$ cat src/rtl/dram_port_arbiter_if.sv
// Core-port and memory-side bus bundle for dram_port_arbiter.
// The slave modport is the arbiter's view; the master modport is the
// view of whatever drives the core requests and models the memory.
interface dram_port_arbiter_if;
  logic [2:0]  i_noc;
  logic [3:0]  i_rd;
  logic [3:0]  i_wr;
  logic [15:0] i_addr_0;
  logic [15:0] i_addr_1;
  logic [15:0] i_addr_2;
  logic [15:0] i_addr_3;
  logic [7:0]  i_wdata_0;
  logic [7:0]  i_wdata_1;
  logic [7:0]  i_wdata_2;
  logic [7:0]  i_wdata_3;
  logic [7:0]  o_rdata_0;
  logic [7:0]  o_rdata_1;
  logic [7:0]  o_rdata_2;
  logic [7:0]  o_rdata_3;
  logic [3:0]  o_ack;
  logic [15:0] o_mem_addr;
  logic [7:0]  o_mem_wdata;
  logic        o_mem_rden;
  logic        o_mem_wren;
  logic [7:0]  i_mem_q;
  logic        o_busy;
  logic [1:0]  o_grant;

  modport slave (
    input  i_noc, i_rd, i_wr,
    input  i_addr_0, i_addr_1, i_addr_2, i_addr_3,
    input  i_wdata_0, i_wdata_1, i_wdata_2, i_wdata_3,
    input  i_mem_q,
    output o_rdata_0, o_rdata_1, o_rdata_2, o_rdata_3,
    output o_ack, o_mem_addr, o_mem_wdata, o_mem_rden, o_mem_wren,
    output o_busy, o_grant
  );

  modport master (
    output i_noc, i_rd, i_wr,
    output i_addr_0, i_addr_1, i_addr_2, i_addr_3,
    output i_wdata_0, i_wdata_1, i_wdata_2, i_wdata_3,
    output i_mem_q,
    input  o_rdata_0, o_rdata_1, o_rdata_2, o_rdata_3,
    input  o_ack, o_mem_addr, o_mem_wdata, o_mem_rden, o_mem_wren,
    input  o_busy, o_grant
  );
endinterface

$ cat src/rtl/dram_port_arbiter.sv
// dram_port_arbiter: four core ports share one single-port memory.
// Round-robin grant, one transaction in flight, fixed latency
// IDLE -> ISSUE -> WAIT (MEM_LAT cycles) -> RESP -> IDLE. All outputs registered.
module dram_port_arbiter #(
  parameter int unsigned MEM_LAT = 1
) (
  input logic                i_clk,
  input logic                i_rst,
  dram_port_arbiter_if.slave bus
);

  typedef enum logic [1:0] {
    IDLE  = 2'd0,
    ISSUE = 2'd1,
    WAIT  = 2'd2,
    RESP  = 2'd3
  } state_e;

  // Counter value in the final WAIT cycle.
  localparam logic [1:0] LAT_LAST = 2'(MEM_LAT - 1);

  state_e          state_q, state_d;
  logic [1:0]      ptr_q, ptr_d;
  logic [1:0]      cnt_q, cnt_d;
  logic [1:0]      grant_q, grant_d;
  logic            is_wr_q, is_wr_d;
  logic [15:0]     mem_addr_q, mem_addr_d;
  logic [7:0]      mem_wdata_q, mem_wdata_d;
  logic            rden_q, rden_d;
  logic            wren_q, wren_d;
  logic [3:0]      ack_q, ack_d;
  logic            busy_q, busy_d;
  logic [3:0][7:0] rdata_q, rdata_d;
  logic            mask_en_q, mask_en_d;
  logic [1:0]      mask_port_q, mask_port_d;

  logic [3:0][15:0] addr_s;
  logic [3:0][7:0]  wdata_s;
  logic             all_en_s;
  logic [3:0]       elig_s;
  logic [3:0]       mask_vec_s;
  logic [3:0]       req_s;
  logic             found_s;
  logic [1:0]       pick_s;

  // Gather the per-port address and write-data buses into indexable arrays.
  always_comb begin
    addr_s  = {bus.i_addr_3, bus.i_addr_2, bus.i_addr_1, bus.i_addr_0};
    wdata_s = {bus.i_wdata_3, bus.i_wdata_2, bus.i_wdata_1, bus.i_wdata_0};
  end

  // Eligibility, just-acked masking and round-robin pick starting at ptr.
  always_comb begin
    all_en_s = (bus.i_noc == 3'd0) || (bus.i_noc > 3'd4);
    elig_s   = 4'b0000;
    for (int p = 0; p < 4; p++) begin
      elig_s[p] = all_en_s || (3'(p) < bus.i_noc);
    end
    if (mask_en_q) begin
      mask_vec_s = 4'b0001 << mask_port_q;
    end else begin
      mask_vec_s = 4'b0000;
    end
    req_s   = (bus.i_rd | bus.i_wr) & elig_s & ~mask_vec_s;
    found_s = 1'b0;
    pick_s  = ptr_q;
    // Walk from the farthest offset down so the nearest requester wins.
    for (int i = 3; i >= 0; i--) begin
      if (req_s[ptr_q + 2'(i)]) begin
        found_s = 1'b1;
        pick_s  = ptr_q + 2'(i);
      end else begin
        found_s = found_s;
      end
    end
  end

  // Next-state and next-output computation for the transaction FSM.
  always_comb begin
    state_d     = state_q;
    ptr_d       = ptr_q;
    cnt_d       = cnt_q;
    grant_d     = grant_q;
    is_wr_d     = is_wr_q;
    mem_addr_d  = mem_addr_q;
    mem_wdata_d = mem_wdata_q;
    rden_d      = 1'b0;
    wren_d      = 1'b0;
    ack_d       = 4'b0000;
    rdata_d     = rdata_q;
    mask_en_d   = 1'b0;
    mask_port_d = mask_port_q;
    case (state_q)
      IDLE: begin
        if (found_s) begin
          // Latch the whole request so later input changes are ignored.
          state_d     = ISSUE;
          grant_d     = pick_s;
          ptr_d       = pick_s + 2'd1;
          is_wr_d     = bus.i_wr[pick_s];
          mem_addr_d  = addr_s[pick_s];
          mem_wdata_d = wdata_s[pick_s];
          rden_d      = ~bus.i_wr[pick_s];
          wren_d      = bus.i_wr[pick_s];
        end else begin
          state_d = IDLE;
        end
      end
      ISSUE: begin
        state_d = WAIT;
        cnt_d   = 2'd0;
      end
      WAIT: begin
        if (cnt_q == LAT_LAST) begin
          state_d = RESP;
          cnt_d   = 2'd0;
          ack_d   = 4'b0001 << grant_q;
          if (!is_wr_q) begin
            rdata_d[grant_q] = bus.i_mem_q;
          end else begin
            rdata_d = rdata_q;
          end
        end else begin
          cnt_d = cnt_q + 2'd1;
        end
      end
      RESP: begin
        // Hide the port just served for one arbitration cycle.
        state_d     = IDLE;
        mask_en_d   = 1'b1;
        mask_port_d = grant_q;
      end
      default: begin
        state_d = IDLE;
      end
    endcase
    busy_d = (state_d != IDLE);
  end

  // State and output registers with synchronous reset.
  always_ff @(posedge i_clk) begin
    if (i_rst) begin
      state_q     <= IDLE;
      ptr_q       <= 2'd0;
      cnt_q       <= 2'd0;
      grant_q     <= 2'd0;
      is_wr_q     <= 1'b0;
      mem_addr_q  <= 16'h0000;
      mem_wdata_q <= 8'h00;
      rden_q      <= 1'b0;
      wren_q      <= 1'b0;
      ack_q       <= 4'b0000;
      busy_q      <= 1'b0;
      rdata_q     <= '0;
      mask_en_q   <= 1'b0;
      mask_port_q <= 2'd0;
    end else begin
      state_q     <= state_d;
      ptr_q       <= ptr_d;
      cnt_q       <= cnt_d;
      grant_q     <= grant_d;
      is_wr_q     <= is_wr_d;
      mem_addr_q  <= mem_addr_d;
      mem_wdata_q <= mem_wdata_d;
      rden_q      <= rden_d;
      wren_q      <= wren_d;
      ack_q       <= ack_d;
      busy_q      <= busy_d;
      rdata_q     <= rdata_d;
      mask_en_q   <= mask_en_d;
      mask_port_q <= mask_port_d;
    end
  end

  assign bus.o_rdata_0   = rdata_q[0];
  assign bus.o_rdata_1   = rdata_q[1];
  assign bus.o_rdata_2   = rdata_q[2];
  assign bus.o_rdata_3   = rdata_q[3];
  assign bus.o_ack       = ack_q;
  assign bus.o_mem_addr  = mem_addr_q;
  assign bus.o_mem_wdata = mem_wdata_q;
  assign bus.o_mem_rden  = rden_q;
  assign bus.o_mem_wren  = wren_q;
  assign bus.o_busy      = busy_q;
  assign bus.o_grant     = grant_q;

endmodule

$ cat src/flat_wrapper.sv
// flat-port wrapper written by rule: the top's interface ports become plain ports
module dram_port_arbiter_flat 
#(
  parameter int unsigned MEM_LAT = 1
)
  (i_clk, i_rst, bus_i_noc, bus_i_rd, bus_i_wr, bus_i_addr_0, bus_i_addr_1, bus_i_addr_2, bus_i_addr_3, bus_i_wdata_0, bus_i_wdata_1, bus_i_wdata_2, bus_i_wdata_3, bus_i_mem_q, bus_o_rdata_0, bus_o_rdata_1, bus_o_rdata_2, bus_o_rdata_3, bus_o_ack, bus_o_mem_addr, bus_o_mem_wdata, bus_o_mem_rden, bus_o_mem_wren, bus_o_busy, bus_o_grant);
  dram_port_arbiter_if bus_i ();
  input logic i_clk;
  input logic i_rst;
  input wire logic [$bits(bus_i.i_noc)-1:0] bus_i_noc;
  input wire logic [$bits(bus_i.i_rd)-1:0] bus_i_rd;
  input wire logic [$bits(bus_i.i_wr)-1:0] bus_i_wr;
  input wire logic [$bits(bus_i.i_addr_0)-1:0] bus_i_addr_0;
  input wire logic [$bits(bus_i.i_addr_1)-1:0] bus_i_addr_1;
  input wire logic [$bits(bus_i.i_addr_2)-1:0] bus_i_addr_2;
  input wire logic [$bits(bus_i.i_addr_3)-1:0] bus_i_addr_3;
  input wire logic [$bits(bus_i.i_wdata_0)-1:0] bus_i_wdata_0;
  input wire logic [$bits(bus_i.i_wdata_1)-1:0] bus_i_wdata_1;
  input wire logic [$bits(bus_i.i_wdata_2)-1:0] bus_i_wdata_2;
  input wire logic [$bits(bus_i.i_wdata_3)-1:0] bus_i_wdata_3;
  input wire logic [$bits(bus_i.i_mem_q)-1:0] bus_i_mem_q;
  output wire logic [$bits(bus_i.o_rdata_0)-1:0] bus_o_rdata_0;
  output wire logic [$bits(bus_i.o_rdata_1)-1:0] bus_o_rdata_1;
  output wire logic [$bits(bus_i.o_rdata_2)-1:0] bus_o_rdata_2;
  output wire logic [$bits(bus_i.o_rdata_3)-1:0] bus_o_rdata_3;
  output wire logic [$bits(bus_i.o_ack)-1:0] bus_o_ack;
  output wire logic [$bits(bus_i.o_mem_addr)-1:0] bus_o_mem_addr;
  output wire logic [$bits(bus_i.o_mem_wdata)-1:0] bus_o_mem_wdata;
  output wire logic [$bits(bus_i.o_mem_rden)-1:0] bus_o_mem_rden;
  output wire logic [$bits(bus_i.o_mem_wren)-1:0] bus_o_mem_wren;
  output wire logic [$bits(bus_i.o_busy)-1:0] bus_o_busy;
  output wire logic [$bits(bus_i.o_grant)-1:0] bus_o_grant;
  assign bus_i.i_noc = bus_i_noc;
  assign bus_i.i_rd = bus_i_rd;
  assign bus_i.i_wr = bus_i_wr;
  assign bus_i.i_addr_0 = bus_i_addr_0;
  assign bus_i.i_addr_1 = bus_i_addr_1;
  assign bus_i.i_addr_2 = bus_i_addr_2;
  assign bus_i.i_addr_3 = bus_i_addr_3;
  assign bus_i.i_wdata_0 = bus_i_wdata_0;
  assign bus_i.i_wdata_1 = bus_i_wdata_1;
  assign bus_i.i_wdata_2 = bus_i_wdata_2;
  assign bus_i.i_wdata_3 = bus_i_wdata_3;
  assign bus_i.i_mem_q = bus_i_mem_q;
  assign bus_o_rdata_0 = bus_i.o_rdata_0;
  assign bus_o_rdata_1 = bus_i.o_rdata_1;
  assign bus_o_rdata_2 = bus_i.o_rdata_2;
  assign bus_o_rdata_3 = bus_i.o_rdata_3;
  assign bus_o_ack = bus_i.o_ack;
  assign bus_o_mem_addr = bus_i.o_mem_addr;
  assign bus_o_mem_wdata = bus_i.o_mem_wdata;
  assign bus_o_mem_rden = bus_i.o_mem_rden;
  assign bus_o_mem_wren = bus_i.o_mem_wren;
  assign bus_o_busy = bus_i.o_busy;
  assign bus_o_grant = bus_i.o_grant;
  dram_port_arbiter #(.MEM_LAT(MEM_LAT)) u_core (.i_clk(i_clk), .i_rst(i_rst), .bus(bus_i));
endmodule
$ cat config.mk
export PLATFORM = sky130hd
export DESIGN_NAME = dram_port_arbiter_flat
export DESIGN_NICKNAME = d
export VERILOG_FILES = /design/src/rtl/dram_port_arbiter_if.sv /design/src/rtl/dram_port_arbiter.sv /design/src/flat_wrapper.sv
export SDC_FILE = /design/constraint.sdc
export NUM_CORES = 1
export LEC_CHECK = 0
export ABC_AREA = 1
export CAP_MARGIN = 20
export CORE_MARGIN = 4
export CORE_UTILIZATION = 41
export CTS_CLUSTER_DIAMETER = 80
export DETAILED_ROUTE_END_ITERATION = 6
export GPL_ROUTABILITY_DRIVEN = 1
export GPL_TIMING_DRIVEN = 0
export HOLD_SLACK_MARGIN = 0.03
export PLACE_DENSITY = 0.81
export SLEW_MARGIN = 20
export SYNTH_ARGS = -nofsm -noshare
export SYNTH_HDL_FRONTEND = slang
export SYNTH_SLANG_ARGS = --single-unit
$ cat constraint.sdc
create_clock -name i_clk -period 2.6 [get_ports i_clk]
set_clock_uncertainty 0.2 [all_clocks]
set_input_delay 0.39 -clock i_clk [delete_from_list [all_inputs] [get_ports i_clk]]
set_output_delay 0.39 -clock i_clk [all_outputs]
set_load 0.05 [all_outputs]
==> impl_table.tex <==
\begin{tabular}{lr}
\hline
Metric & Value \\
\hline
\multicolumn{2}{l}{\textbf{Clock network}} \\
\quad TritonCTS Sinks & 75 \\
\quad Total clock buffers created by CTS & 9 \\
\quad Clk buf depth & 2 \\
\quad Clock root buffer & clkbuf\_8 \\
\quad Depth of the CTS H-tree & 3 \\
\quad Clock-pin slew reported for the worst setup and hold paths after clock tree synthesis & 80 ps \\
\quad TritonCTS clock tree & yes \\
\quad Number of instances resized during post-cts repair & 0 \\
\quad Clk\_lat worst skew & 350 ps \\
\quad Number of hold buffers added after cts & 0 \\
\quad Total setup buffers inserted after CTS & 0 \\
\multicolumn{2}{l}{\textbf{Timing}} \\
\quad Final min period & 2460 ps \\
\quad Tcrit/Tclk final & 0.948 \\
\quad RSZ-0062 raised after global routing & false \\
\quad Tightest Pin Transition & 558 ps \\
\quad Number of pins exceeding their max-slew limit in the final report & 0 \\
\quad Number of hold violations in the final report & 0 \\
\quad Fin Hold WS & 198 ps \\
\quad Relative slew slack & 0.627 \\
\quad Final Setup Violations & 0 \\
\quad Achievable Freq & 406 MHz \\
\quad Total negative slack & 0 ps \\
\quad Least setup slack across all paths after layout & 136 ps \\
\multicolumn{2}{l}{\textbf{Global routing}} \\
\quad Pin count of the biggest net entering global routing & 16 \\
\quad Number of antenna violations at the first check in global routing & 0 \\
\quad GRT Residual Overflow & 0 \\
\quad Global-route wire length before repair & 23.0 mm \\
\quad GRT Total Usage & 0.260 \\
\quad Number of global-route vias before repair & 4607 \\
\multicolumn{2}{l}{\textbf{Drt}} \\
\quad Total length of routed met3 wires & 1.35 mm \\
\quad Sum of routed wire segments on met1 & 5.83 mm \\
\quad Average wire per standard cell & 16.6 µm \\
\quad 1st-iter DRT viols & 253 \\
\quad Avg Vias per Cell & 5.33 \\
\quad Highest Signal Layer & met4 \\
\quad Post-Route WL & 14.5 mm \\
\quad Met2 wire length & 6.98 mm \\
\quad Remaining design rule violation count & 0 \\
\quad ANT nets after route & 0 \\
\quad Drt pass-1 iters & 4 \\
\quad Number of vias in the routed layout & 4633 \\
\multicolumn{2}{l}{\textbf{Setup path}} \\
\quad Endpoint class of the critical path & register \\
\quad Biggest cell delay along the critical path & 440 ps \\
\quad Category of cells accounting for the largest share of critical-path delay & simple AND/OR/NAND/NOR gates \\
\quad Critical path launch point type & input pin \\
\quad Critical path peak fanout & 10 \\
\quad Critical path type & input pin to register \\
\quad Most numerous cell on the critical path & nand2\_1 \\
\quad Arrival @ worst endpoint & 2550 ps \\
\quad Data required time at the worst endpoint & 2690 ps \\
\quad CP max stage cell & clkdlybuf4s50\_1 \\
\quad Crit path buffers/inverters & 3 \\
\quad Series of cell instances along the critical path & clkdlybuf4s50\_1 > or2\_1 > nand4\_1 > nand2\_1 > nand2\_1 > nand2\_1 > inv\_2 > o21ai\_4 > nand2\_2 > nand2\_4 > nand2\_4 > clkbuf\_4 > nand2\_1 > nand3\_1 > nand2\_1 > a21oi\_1 \\
\multicolumn{2}{l}{\textbf{Synth}} \\
\quad Top cell type by total area after synthesis & dfxtp\_1 \\
\quad Gate Count Post-Synth & 566 \\
\quad Synthesized-area fraction occupied by ao, oa, aoi and oai cells & 0.141 \\
\quad Average size of a mapped cell & 6.72 µm² \\
\quad Area share of the leading cell type in the synthesized netlist & 0.394 \\
\quad Post-synth EDFFs & 0 \\
\quad Leading register cell type out of synthesis & dfxtp\_1 \\
\quad Portion of netlist area occupied by mux cells & 0 \\
\quad XOR/XNOR share of the synthesized area & 0.00427 \\
\quad Count of yosys warnings during synthesis & 0 \\
\quad Post-synthesis cell type count & 28 \\
\quad Share of synthesized registers carrying an async set or reset & 0 \\
\quad Leading cell type by number of instances after synthesis & nand3\_1 \\
\quad Combinational family with the most area after synthesis & simple AND/OR/NAND/NOR gates \\
\quad Ranking of synthesized cells by instance count & 116 x nand3\_1, 107 x nand2\_1, 76 x nor2\_1 \\
\quad Cell area after synthesis & 0.00381 mm² \\
\quad Mapped Nets & 689 \\
\quad Sequential-to-total area share from yosys stat & 0.394 \\
\quad Number of register bits inferred by synthesis & 75 \\
\quad Post-synthesis share of cell area spent on full adders, half adders and majority gates & 0.0197 \\
\quad Top cells by area, synth & dfxtp\_1 39\%, nand3\_1 15\%, nand2\_1 11\% \\
\quad Simple-gate area share of the yosys netlist & 0.366 \\
\multicolumn{2}{l}{\textbf{Placement}} \\
\quad Number of buffers added on ports & 180 \\
\quad Sum of net half-perimeters after detailed placement & 11.2 mm \\
\quad Worst setup slack after placement & -286 ps \\
\quad RePlAce Congestion & 0.928 \\
\multicolumn{2}{l}{\textbf{Floorplanning}} \\
\quad Area enclosed by the die boundary & 0.0109 mm² \\
\quad Core Area & 0.00889 mm² \\
\quad Chip width & 104 µm \\
\quad Placement row count & 34 \\
\quad Chip height & 104 µm \\
\quad Effective utilization at floorplan & 0.428 \\
\quad Number of top-level pins & 182 \\
\multicolumn{2}{l}{\textbf{Run status}} \\
\quad Result of the run & finished, final reports clean \\
\multicolumn{2}{l}{\textbf{Layout}} \\
\quad Post-layout net count & 880 \\
\quad Fraction of layout cells with a size suffix above 1 & 0.0801 \\
\quad Number of antenna cells inserted & 0 \\
\quad Area overhead of the layout relative to synthesis & 56.7\% \\
\multicolumn{2}{l}{\textbf{Pwr}} \\
\quad PwrDens & 1180 mW/mm² \\
\quad Leakage & 2.54 nW \\
\quad Maximum vdd ir drop & 550 µV \\
\multicolumn{2}{l}{\textbf{Hold path}} \\
\quad Worst hold path class & input pin to register \\
\multicolumn{2}{l}{\textbf{Flow run}} \\
\quad Max-cap violations & 0 \\
\hline
\end{tabular}
[state kept, by name, summed over array words and instances, names as in the netlist, 2 cells and up]
name	cells
u_core.cnt_q	2
u_core.bus.o_rdata_0	8
u_core.bus.o_mem_wdata	8
u_core.ptr_q	2
u_core.bus.o_grant	2
u_core.bus.o_ack	4
u_core.bus.o_rdata_3	8
u_core.mask_port_q	2
u_core.bus.o_rdata_2	8
u_core.bus.o_rdata_1	8
u_core.bus.o_mem_addr	16
u_core.state_q	2
[worst reg2reg max path, stage by stage (launching register included)]
cell,delay [ps]
dfxtp_1,310
buf_6,140
xnor2_2,260
inv_2,90
nand3_2,100
nand2_2,90
nand2_1,80
nand3_1,80
nand2_1,120
nand2_4,130
inv_4,140
clkbuf_4,210
nand3_1,140
nand2_1,110
a21oi_1,60
[routing by layer]
| layer | GRT usage | up-vias |
|---|---|---|
| met1 | 0.311 | 2117 |
| li1 | - | 2268 |
| met5 | 0 | - |
| met3 | 0.0875 | 27 |
| met2 | 0.444 | 221 |
| met4 | 0.0703 | 0 |
[cells by family (layout without fill, tap and decap cells)]
kind of cell | after synthesis | count (layout)
buf+inv | 65 | 261
flops | 75 | 75
compound gates | 103 | 103
xor+xnor | 1 | 1
simple gates | 316 | 316
fa+ha+maj | 6 | 6
[metrics by stage]
step	std cells	instance area, µm²	power [mW]	util
floorplan	566	3810	4.68	-
global placement	854	5740	6.00	0.646
detailed placement	854	5740	6.08	0.646
CTS	870	5930	6.95	0.667
global route	870	5970	7.50	0.671
finish	870	5970	7.03	0.671
[cells in the final DEF (no fill, tap or decap), types with 2 or more instances in the layout]
cell type	count
nand3_1	116
buf_2	11
nand2_2	3
nor3_2	3
o21ai_1	4
buf_4	4
nand2_4	3
clkbuf_1	8
ha_1	6
a21oi_1	36
o21ai_0	59
nor2_1	76
nand2_1	106
inv_1	26
dfxtp_1	75
clkbuf_8	9
inv_2	6
clkbuf_4	3
nand4_1	3
clkbuf_2	5
clkinv_2	2
inv_6	3
clkdlybuf4s50_1	180
[final cells by class]
class | instances | area [µm²]
Fill cell | 735 | 2930
Sequential cell | 75 | 1500
Inverter | 33 | 126
Buffer | 32 | 174
Clock buffer | 9 | 124
Clock inverter | 7 | 60.1
Multi-Input combinational cell | 426 | 2040
Timing Repair Buffer | 180 | 1800
Tap cell | 108 | 135
[power breakdown]
group	leakage [nW]	switching, mW	internal [mW]	total (mW)
sequential	0.614	0.168	1.44	1.61
clock	0.0932	0.486	0.361	0.846
combinational	1.84	3.04	1.54	4.58
total	2.54	3.69	3.34	7.03
[final timing paths]
check                                     start                   endpoint  slack (ps)  cells after the start
worst min-delay path                      i_rst           u_core.mask_en_q         200                      2
worst min register to register  u_core.cnt_q[0]            u_core.cnt_q[0]         280                      2
worst max-delay path                bus_i_wr[1]  u_core.bus.o_mem_addr[13]         140                     16
worst max register to register  u_core.ptr_q[0]  u_core.bus.o_mem_addr[13]         230                     14
Power figures use the tool's default switching activity.
